$ cat src/rtl/rv_decode_pkg.sv
// Shared opcodes, format codes and the decoded-instruction bundle carried through the
// decode pipeline. Bundle pc/imm are sized for RV64; RV32 builds use the low half.
package rv_decode_pkg;

    localparam int XLEN_MAX = 64;

    localparam logic [6:0] OP_REG    = 7'b0110011;
    localparam logic [6:0] OP_IMM    = 7'b0010011;
    localparam logic [6:0] OP_LOAD   = 7'b0000011;
    localparam logic [6:0] OP_JALR   = 7'b1100111;
    localparam logic [6:0] OP_SYSTEM = 7'b1110011;
    localparam logic [6:0] OP_STORE  = 7'b0100011;
    localparam logic [6:0] OP_BRANCH = 7'b1100011;
    localparam logic [6:0] OP_LUI    = 7'b0110111;
    localparam logic [6:0] OP_AUIPC  = 7'b0010111;
    localparam logic [6:0] OP_JAL    = 7'b1101111;
    localparam logic [6:0] OP_IMM32  = 7'b0011011;
    localparam logic [6:0] OP_REG32  = 7'b0111011;

    typedef enum logic [2:0] {
        FMT_R   = 3'd0,
        FMT_I   = 3'd1,
        FMT_S   = 3'd2,
        FMT_B   = 3'd3,
        FMT_U   = 3'd4,
        FMT_J   = 3'd5,
        FMT_ILL = 3'd7
    } fmt_e;

    typedef struct packed {
        logic [XLEN_MAX-1:0] pc;
        logic [6:0]          opcode;
        logic [4:0]          rd;
        logic [2:0]          funct3;
        logic [4:0]          rs1;
        logic [4:0]          rs2;
        logic [6:0]          funct7;
        logic [XLEN_MAX-1:0] imm;
        fmt_e                fmt;
        logic                illegal;
    } dec_bundle_t;

    // Only the base (0000000) and alternate (0100000) funct7 values exist for R-type.
    function automatic logic funct7_ok(input logic [6:0] funct7);
        return (funct7 == 7'b0000000) || (funct7 == 7'b0100000);
    endfunction

endpackage

$ cat src/rtl/rv_decode_pipe_imm_gen.sv
// Combinational format classifier and immediate generator for one 32-bit instruction.
// Immediates are sign-extended from instr[31] to XLEN; unknown encodings yield imm=0.
module rv_imm_gen
    import rv_decode_pkg::*;
#(
    parameter int XLEN = 32
) (
    input  logic [31:0]     instr,
    output logic [XLEN-1:0] imm,
    output fmt_e            fmt,
    output logic            illegal
);

    localparam bit RV64 = (XLEN == 64);

    // Every supported opcode ends in 2'b11, so compressed-quadrant encodings fall to default.
    always_comb begin
        fmt = FMT_ILL;
        case (instr[6:0])
            OP_REG:                               fmt = FMT_R;
            OP_IMM, OP_LOAD, OP_JALR, OP_SYSTEM:  fmt = FMT_I;
            OP_STORE:                             fmt = FMT_S;
            OP_BRANCH:                            fmt = FMT_B;
            OP_LUI, OP_AUIPC:                     fmt = FMT_U;
            OP_JAL:                               fmt = FMT_J;
            OP_IMM32:                             fmt = RV64 ? FMT_I : FMT_ILL;
            OP_REG32:                             fmt = RV64 ? FMT_R : FMT_ILL;
            default:                              fmt = FMT_ILL;
        endcase
    end

    always_comb begin
        imm = '0;
        case (fmt)
            FMT_I: imm = XLEN'($signed(instr[31:20]));
            FMT_S: imm = XLEN'($signed({instr[31:25], instr[11:7]}));
            FMT_B: imm = XLEN'($signed({instr[31], instr[7], instr[30:25], instr[11:8], 1'b0}));
            FMT_U: imm = XLEN'($signed({instr[31:12], 12'b0}));
            FMT_J: imm = XLEN'($signed({instr[31], instr[19:12], instr[20], instr[30:21], 1'b0}));
            default: imm = '0;
        endcase
    end

    assign illegal = (fmt == FMT_ILL) || ((fmt == FMT_R) && !funct7_ok(instr[31:25]));

endmodule

$ cat src/rtl/rv_decode_pipe.sv
// Pipelined RV32I/RV64I decode stage: decode is captured into stage 1, optional stage 2
// is a plain register copy, with valid/ready on both sides, flush, and a handshake counter.
module rv_decode_pipe
    import rv_decode_pkg::*;
#(
    parameter int XLEN        = 32,
    parameter int PIPE_STAGES = 1,
    parameter int CNT_W       = 32
) (
    input  logic             clk,
    input  logic             rst,
    input  logic             flush,
    input  logic             in_valid,
    output logic             in_ready,
    input  logic [31:0]      in_instr,
    input  logic [XLEN-1:0]  in_pc,
    output logic             out_valid,
    input  logic             out_ready,
    output logic [XLEN-1:0]  out_pc,
    output logic [6:0]       out_opcode,
    output logic [4:0]       out_rd,
    output logic [2:0]       out_funct3,
    output logic [4:0]       out_rs1,
    output logic [4:0]       out_rs2,
    output logic [6:0]       out_funct7,
    output logic [XLEN-1:0]  out_imm,
    output logic [2:0]       out_fmt,
    output logic             out_illegal,
    output logic [CNT_W-1:0] decode_count
);

    if ((PIPE_STAGES != 1) && (PIPE_STAGES != 2)) begin : g_bad_depth
        $error("rv_decode_pipe: PIPE_STAGES must be 1 or 2");
    end

    logic [XLEN-1:0] dec_imm;
    fmt_e            dec_fmt;
    logic            dec_illegal;
    dec_bundle_t     dec_in;

    rv_imm_gen #(.XLEN(XLEN)) u_imm_gen (
        .instr   (in_instr),
        .imm     (dec_imm),
        .fmt     (dec_fmt),
        .illegal (dec_illegal)
    );

    always_comb begin
        dec_in         = '0;
        dec_in.pc      = XLEN_MAX'(in_pc);
        dec_in.opcode  = in_instr[6:0];
        dec_in.rd      = in_instr[11:7];
        dec_in.funct3  = in_instr[14:12];
        dec_in.rs1     = in_instr[19:15];
        dec_in.rs2     = in_instr[24:20];
        dec_in.funct7  = in_instr[31:25];
        dec_in.imm     = XLEN_MAX'($signed(dec_imm));
        dec_in.fmt     = dec_fmt;
        dec_in.illegal = dec_illegal;
    end

    logic [PIPE_STAGES-1:0] stage_valid_reg;
    dec_bundle_t            stage_data_reg [PIPE_STAGES];
    logic [PIPE_STAGES-1:0] stage_ready;
    logic [PIPE_STAGES-1:0] stage_in_valid;
    dec_bundle_t            stage_in_data  [PIPE_STAGES];

    for (genvar gi = 0; gi < PIPE_STAGES; gi++) begin : g_stage
        // Stage gi can take a new entry unless it and every stage after it are full
        // while the output is stalled; this is the unrolled !valid || ready_next chain.
        assign stage_ready[gi] = out_ready || !(&stage_valid_reg[PIPE_STAGES-1:gi]);

        if (gi == 0) begin : g_head
            assign stage_in_valid[gi] = in_valid;
            assign stage_in_data[gi]  = dec_in;
        end else begin : g_tail
            assign stage_in_valid[gi] = stage_valid_reg[gi-1];
            assign stage_in_data[gi]  = stage_data_reg[gi-1];
        end

        // Data only moves on a real transfer, which keeps a stalled output stable.
        always_ff @(posedge clk) begin
            if (rst) begin
                stage_valid_reg[gi] <= 1'b0;
                stage_data_reg[gi]  <= '0;
            end else if (flush) begin
                stage_valid_reg[gi] <= 1'b0;
            end else if (stage_ready[gi]) begin
                stage_valid_reg[gi] <= stage_in_valid[gi];
                if (stage_in_valid[gi]) begin
                    stage_data_reg[gi] <= stage_in_data[gi];
                end
            end
        end
    end

    dec_bundle_t out_bundle;
    assign out_bundle = stage_data_reg[PIPE_STAGES-1];

    if (XLEN < XLEN_MAX) begin : g_narrow
        // Upper halves of pc/imm only carry data in RV64 builds.
        logic unused_hi_bits;
        assign unused_hi_bits = ^{out_bundle.pc[XLEN_MAX-1:XLEN], out_bundle.imm[XLEN_MAX-1:XLEN]};
    end

    logic [CNT_W-1:0] count_reg;

    always_ff @(posedge clk) begin
        if (rst) begin
            count_reg <= '0;
        end else if (out_valid && out_ready && !flush) begin
            count_reg <= count_reg + CNT_W'(1);
        end
    end

    assign in_ready     = stage_ready[0];
    assign out_valid    = stage_valid_reg[PIPE_STAGES-1];
    assign out_pc       = out_bundle.pc[XLEN-1:0];
    assign out_opcode   = out_bundle.opcode;
    assign out_rd       = out_bundle.rd;
    assign out_funct3   = out_bundle.funct3;
    assign out_rs1      = out_bundle.rs1;
    assign out_rs2      = out_bundle.rs2;
    assign out_funct7   = out_bundle.funct7;
    assign out_imm      = out_bundle.imm[XLEN-1:0];
    assign out_fmt      = out_bundle.fmt;
    assign out_illegal  = out_bundle.illegal;
    assign decode_count = count_reg;

endmodule

$ cat config.mk
export PLATFORM = sky130hd
export DESIGN_NAME = rv_decode_pipe
export DESIGN_NICKNAME = d
export VERILOG_FILES = /design/src/rtl/rv_decode_pkg.sv /design/src/rtl/rv_decode_pipe_imm_gen.sv /design/src/rtl/rv_decode_pipe.sv
export SDC_FILE = /design/constraint.sdc
export NUM_CORES = 1
export LEC_CHECK = 0
export BUFFER_PORTS_ARGS = -buffer_cell sky130_fd_sc_hd__buf_2
export CAP_MARGIN = 0
export CORE_MARGIN = 2
export CORE_UTILIZATION = 50
export CTS_BUF_LIST = sky130_fd_sc_hd__clkbuf_16
export DETAILED_ROUTE_END_ITERATION = 6
export GPL_ROUTABILITY_DRIVEN = 0
export PLACE_DENSITY = 0.88
export SETUP_SLACK_MARGIN = 0.15
export SLEW_MARGIN = 40
export SYNTH_ARGS = -nofsm -noshare
export SYNTH_HDL_FRONTEND = slang
export SYNTH_SLANG_ARGS = --single-unit
$ cat constraint.sdc
create_clock -name clk -period 7.4 [get_ports clk]
set_input_delay 0.37 -clock clk [delete_from_list [all_inputs] [get_ports clk]]
set_output_delay 0.37 -clock clk [all_outputs]
set_load 0.05 [all_outputs]
==> impl_metrics.py <==
metrics = {
    "status": {
        "status": "completed",
    },
    "drt": {
        "wl_per_cell_um": 17.0,
        "vias_per_cell": 5.64,
        "dr.pass1.iters": 5,
        "ant_nets": 0,
        "postRouteWirelength_mm": 14.1,
        "drc": 0,
        "route.vias.total": 4670,
        "drt_first_iter_violations": 322,
    },
    "timing": {
        "setup_ws_ps": 5160,
        "rsz0062_at_grt": "no",
        "final-setup-viol-count": 0,
        "finalCriticalPeriod_ps": 2240,
        "skew_ps": 10.7,
        "fmax_mhz": 447,
        "maxSlewViolCount": 0,
        "hold_viol_final": 0,
        "tns_ps": 0,
        "slew_headroom_pct": 40.6,
        "tightest_slew_ps": 891,
        "min_period_over_period_pct": 30.2,
        "hold-worst-slack_ps": 236,
    },
    "logic_synthesis": {
        "ys_seq_elements": 133,
        "synth.top_cell.area_share_pct": 51.6,
        "synth_area_leaders": "edfxtp_1 (52%), dfxtp_1 (11%), and2_1 (7.7%)",
        "yosysMostFrequentCell": "edfxtp_1",
        "syn_inst": 486,
        "synth_cell_type_count": 47,
        "synth_edf_count": 100,
        "syn_area_mm2": 0.00582,
        "yosys_warnings": 0,
        "synth_flop_cell": "edfxtp_1",
        "syn_avg_cell_area_um2": 12.0,
        "synthArstFlopShare_pct": 0,
        "mappedNetlistNets": 556,
        "yosysSeqAreaShare_pct": 62.9,
        "yosys-top-cells-count": "edfxtp_1 (100), and2_1 (72), dfxtp_1 (33)",
        "yosysTopAreaCell": "edfxtp_1",
    },
    "clocking": {
        "clk_pin_slew_ps": 60,
        "cts_tree": "yes",
        "insertion_delay_ps": 410,
        "root_buffer": "clkbuf_16",
        "cts_inserted_buffers": 17,
        "ctsHoldBuffers": 0,
        "cts_resized": 0,
        "post-cts-setup-buffer-count": 0,
        "clockBufferDepth": 2,
        "htreeDepth": 4,
        "cts_sinks": 133,
    },
    "power_and_ir_drop": {
        "p_int_uw": 1340,
        "clock_power_share_pct": 42.3,
        "swShare_pct": 27.0,
        "p_leak_uw": 0.00310,
        "power_frac_seq_pct": 45.9,
        "p_comb_share_pct": 11.9,
        "ir_drop_mv": 0.163,
        "power_density_mw_per_mm2": 245,
        "switchingPower_uw": 496,
    },
    "critical_path": {
        "cp.required_ps": 7730,
        "cp.arrival_ps": 2570,
        "rr_startpoint": "decode_count[0]$_SDFFE_PP0P_",
        "timing_worst_setup_path_type": "reg2reg",
        "worstSetupStartpointType": "register",
        "startpoint": "decode_count[0]$_SDFFE_PP0P_",
        "crit_fanout": 17,
        "endpoint_kind": "register",
    },
    "placement": {
        "pre_cts_ws_ps": 4780,
        "io_buffers": 202,
        "dp_cells": 795,
        "dp.final_hpwl_mm": 9.73,
    },
    "cells_and_area": {
        "drive_above_1_share_pct": 37.1,
        "num-nets-final": 741,
        "instances_no_fill": 828,
        "largest_reg_flops": 100,
        "fillers": 870,
        "multi_input_area_mm2": 0.00205,
        "syn2layout_area_growth_pct": 29.0,
        "regArea_mm2": 0.00366,
    },
    "die": {
        "die_area_mm2": 0.0125,
        "initial_utilization_pct": 51.2,
        "chipHeight_um": 112,
        "coreArea_mm2": 0.0114,
        "io_pins": 203,
        "die_width_um": 112,
        "rows": 39,
    },
    "global_route": {
        "grt_pass1_vias": 4492,
        "grt_max_degree": 101,
        "grt_overflow_total": 0,
        "grt_pass1_wl_mm": 22.6,
        "groute.usage.overall_pct": 22.7,
        "antenna_found_initial": 2,
    },
    "job": {
        "cap_violations": 0,
    },
    "hold_path": {
        "min_path_type": "in2reg",
        "holdCritStartpoint": "in_valid",
    },
}
through the flow:
stage          util, %  total power (µW)  instance area, µm²
6_report          66.1              1840                7510
4_1_cts           65.8              1850                7480
2_1_floorplan        -              1020                5820
5_1_grt           66.0              1900                7510
3_3_place_gp      60.7              1070                6900
3_5_place_dp      60.9              1080                6920
routing by layer:
| layer | vias to the layer above | routed length, µm | share of wire [%] | GRT usage (%) |
|---|---|---|---|---|
| met5 | - | 17 | 0.12 | 0 |
| met4 | 2 | 228 | 1.6 | 7.74 |
| met3 | 22 | 1190 | 8.5 | 7.19 |
| met2 | 208 | 7050 | 50 | 37.5 |
| met1 | 2232 | 5570 | 40 | 28.3 |
| li1 | 2206 | - | - | - |
layout make-up:
| class | instances | share of cell area (%) |
|---|---|---|
| flip-flops and latches | 133 | 48.8 |
| diodes | 1 | 0.0333 |
| inverters | 9 | 0.450 |
| clock buffers | 17 | 5.66 |
| well taps | 143 | 2.38 |
| repair buffers | 203 | 13.6 |
| multi-input cells | 307 | 27.3 |
| clock inverters | 15 | 1.72 |
power groups by stage:
stage               Combinational [µW]  Clock (µW)  Sequential [µW]
floorplan                         44.1           0              972
global route                       229         822              846
global placement                   213           0              858
finish                             218         777              844
detailed placement                 218           0              859
CTS                                218         788              844
worst max-delay path, stage by stage (launching register included):
cell and delay (ps):
dfxtp_1 400, ha_1 220, nand4_1 110, or4_1 680, or4_1 590, a21oi_1 160
kinds of logic (layout without fill, tap and decap cells):
kind of cell,Yosys count,after routing,share of synthesized area (%)
buffers and inverters,46,244,3.09
xor gates and xnor gates,10,10,1.50
other,0,1,0
and+or+nand+nor,213,213,21.9
DFF,133,133,62.9
muxes,7,7,1.35
AOI/OAI and AO/OA,76,76,9.05
adders and majority gates,1,1,0.215
path summary, 6_finish.rpt:
| kind | endpoint | slack (ps) | cells after the start |
|---|---|---|---|
| max | decode_count[28]$_SDFFE_PP0P_ | 5160 | 5 |
| min | out_valid$_SDFFE_PP0N_ | 240 | 3 |
| max reg2reg | decode_count[28]$_SDFFE_PP0P_ | 5160 | 5 |
| min reg2reg | decode_count[12]$_SDFFE_PP0P_ | 500 | 2 |
cell usage in the layout, fill, tap and decap left out, types with 6 or more instances in the layout:
cell type,n
and4_1,6
or4_1,16
nor4_1,18
nand3_1,13
a2111oi_0,12
dfxtp_1,33
o21ai_0,8
nand4_1,8
nor2_1,15
a21oi_1,27
o31ai_1,12
edfxtp_1,100
nand2_1,27
inv_1,9
clkbuf_16,17
and2_1,72
mux2_2,7
nor2b_1,7
buf_2,202
No activity file was read; power rests on OpenSTA's default activity.
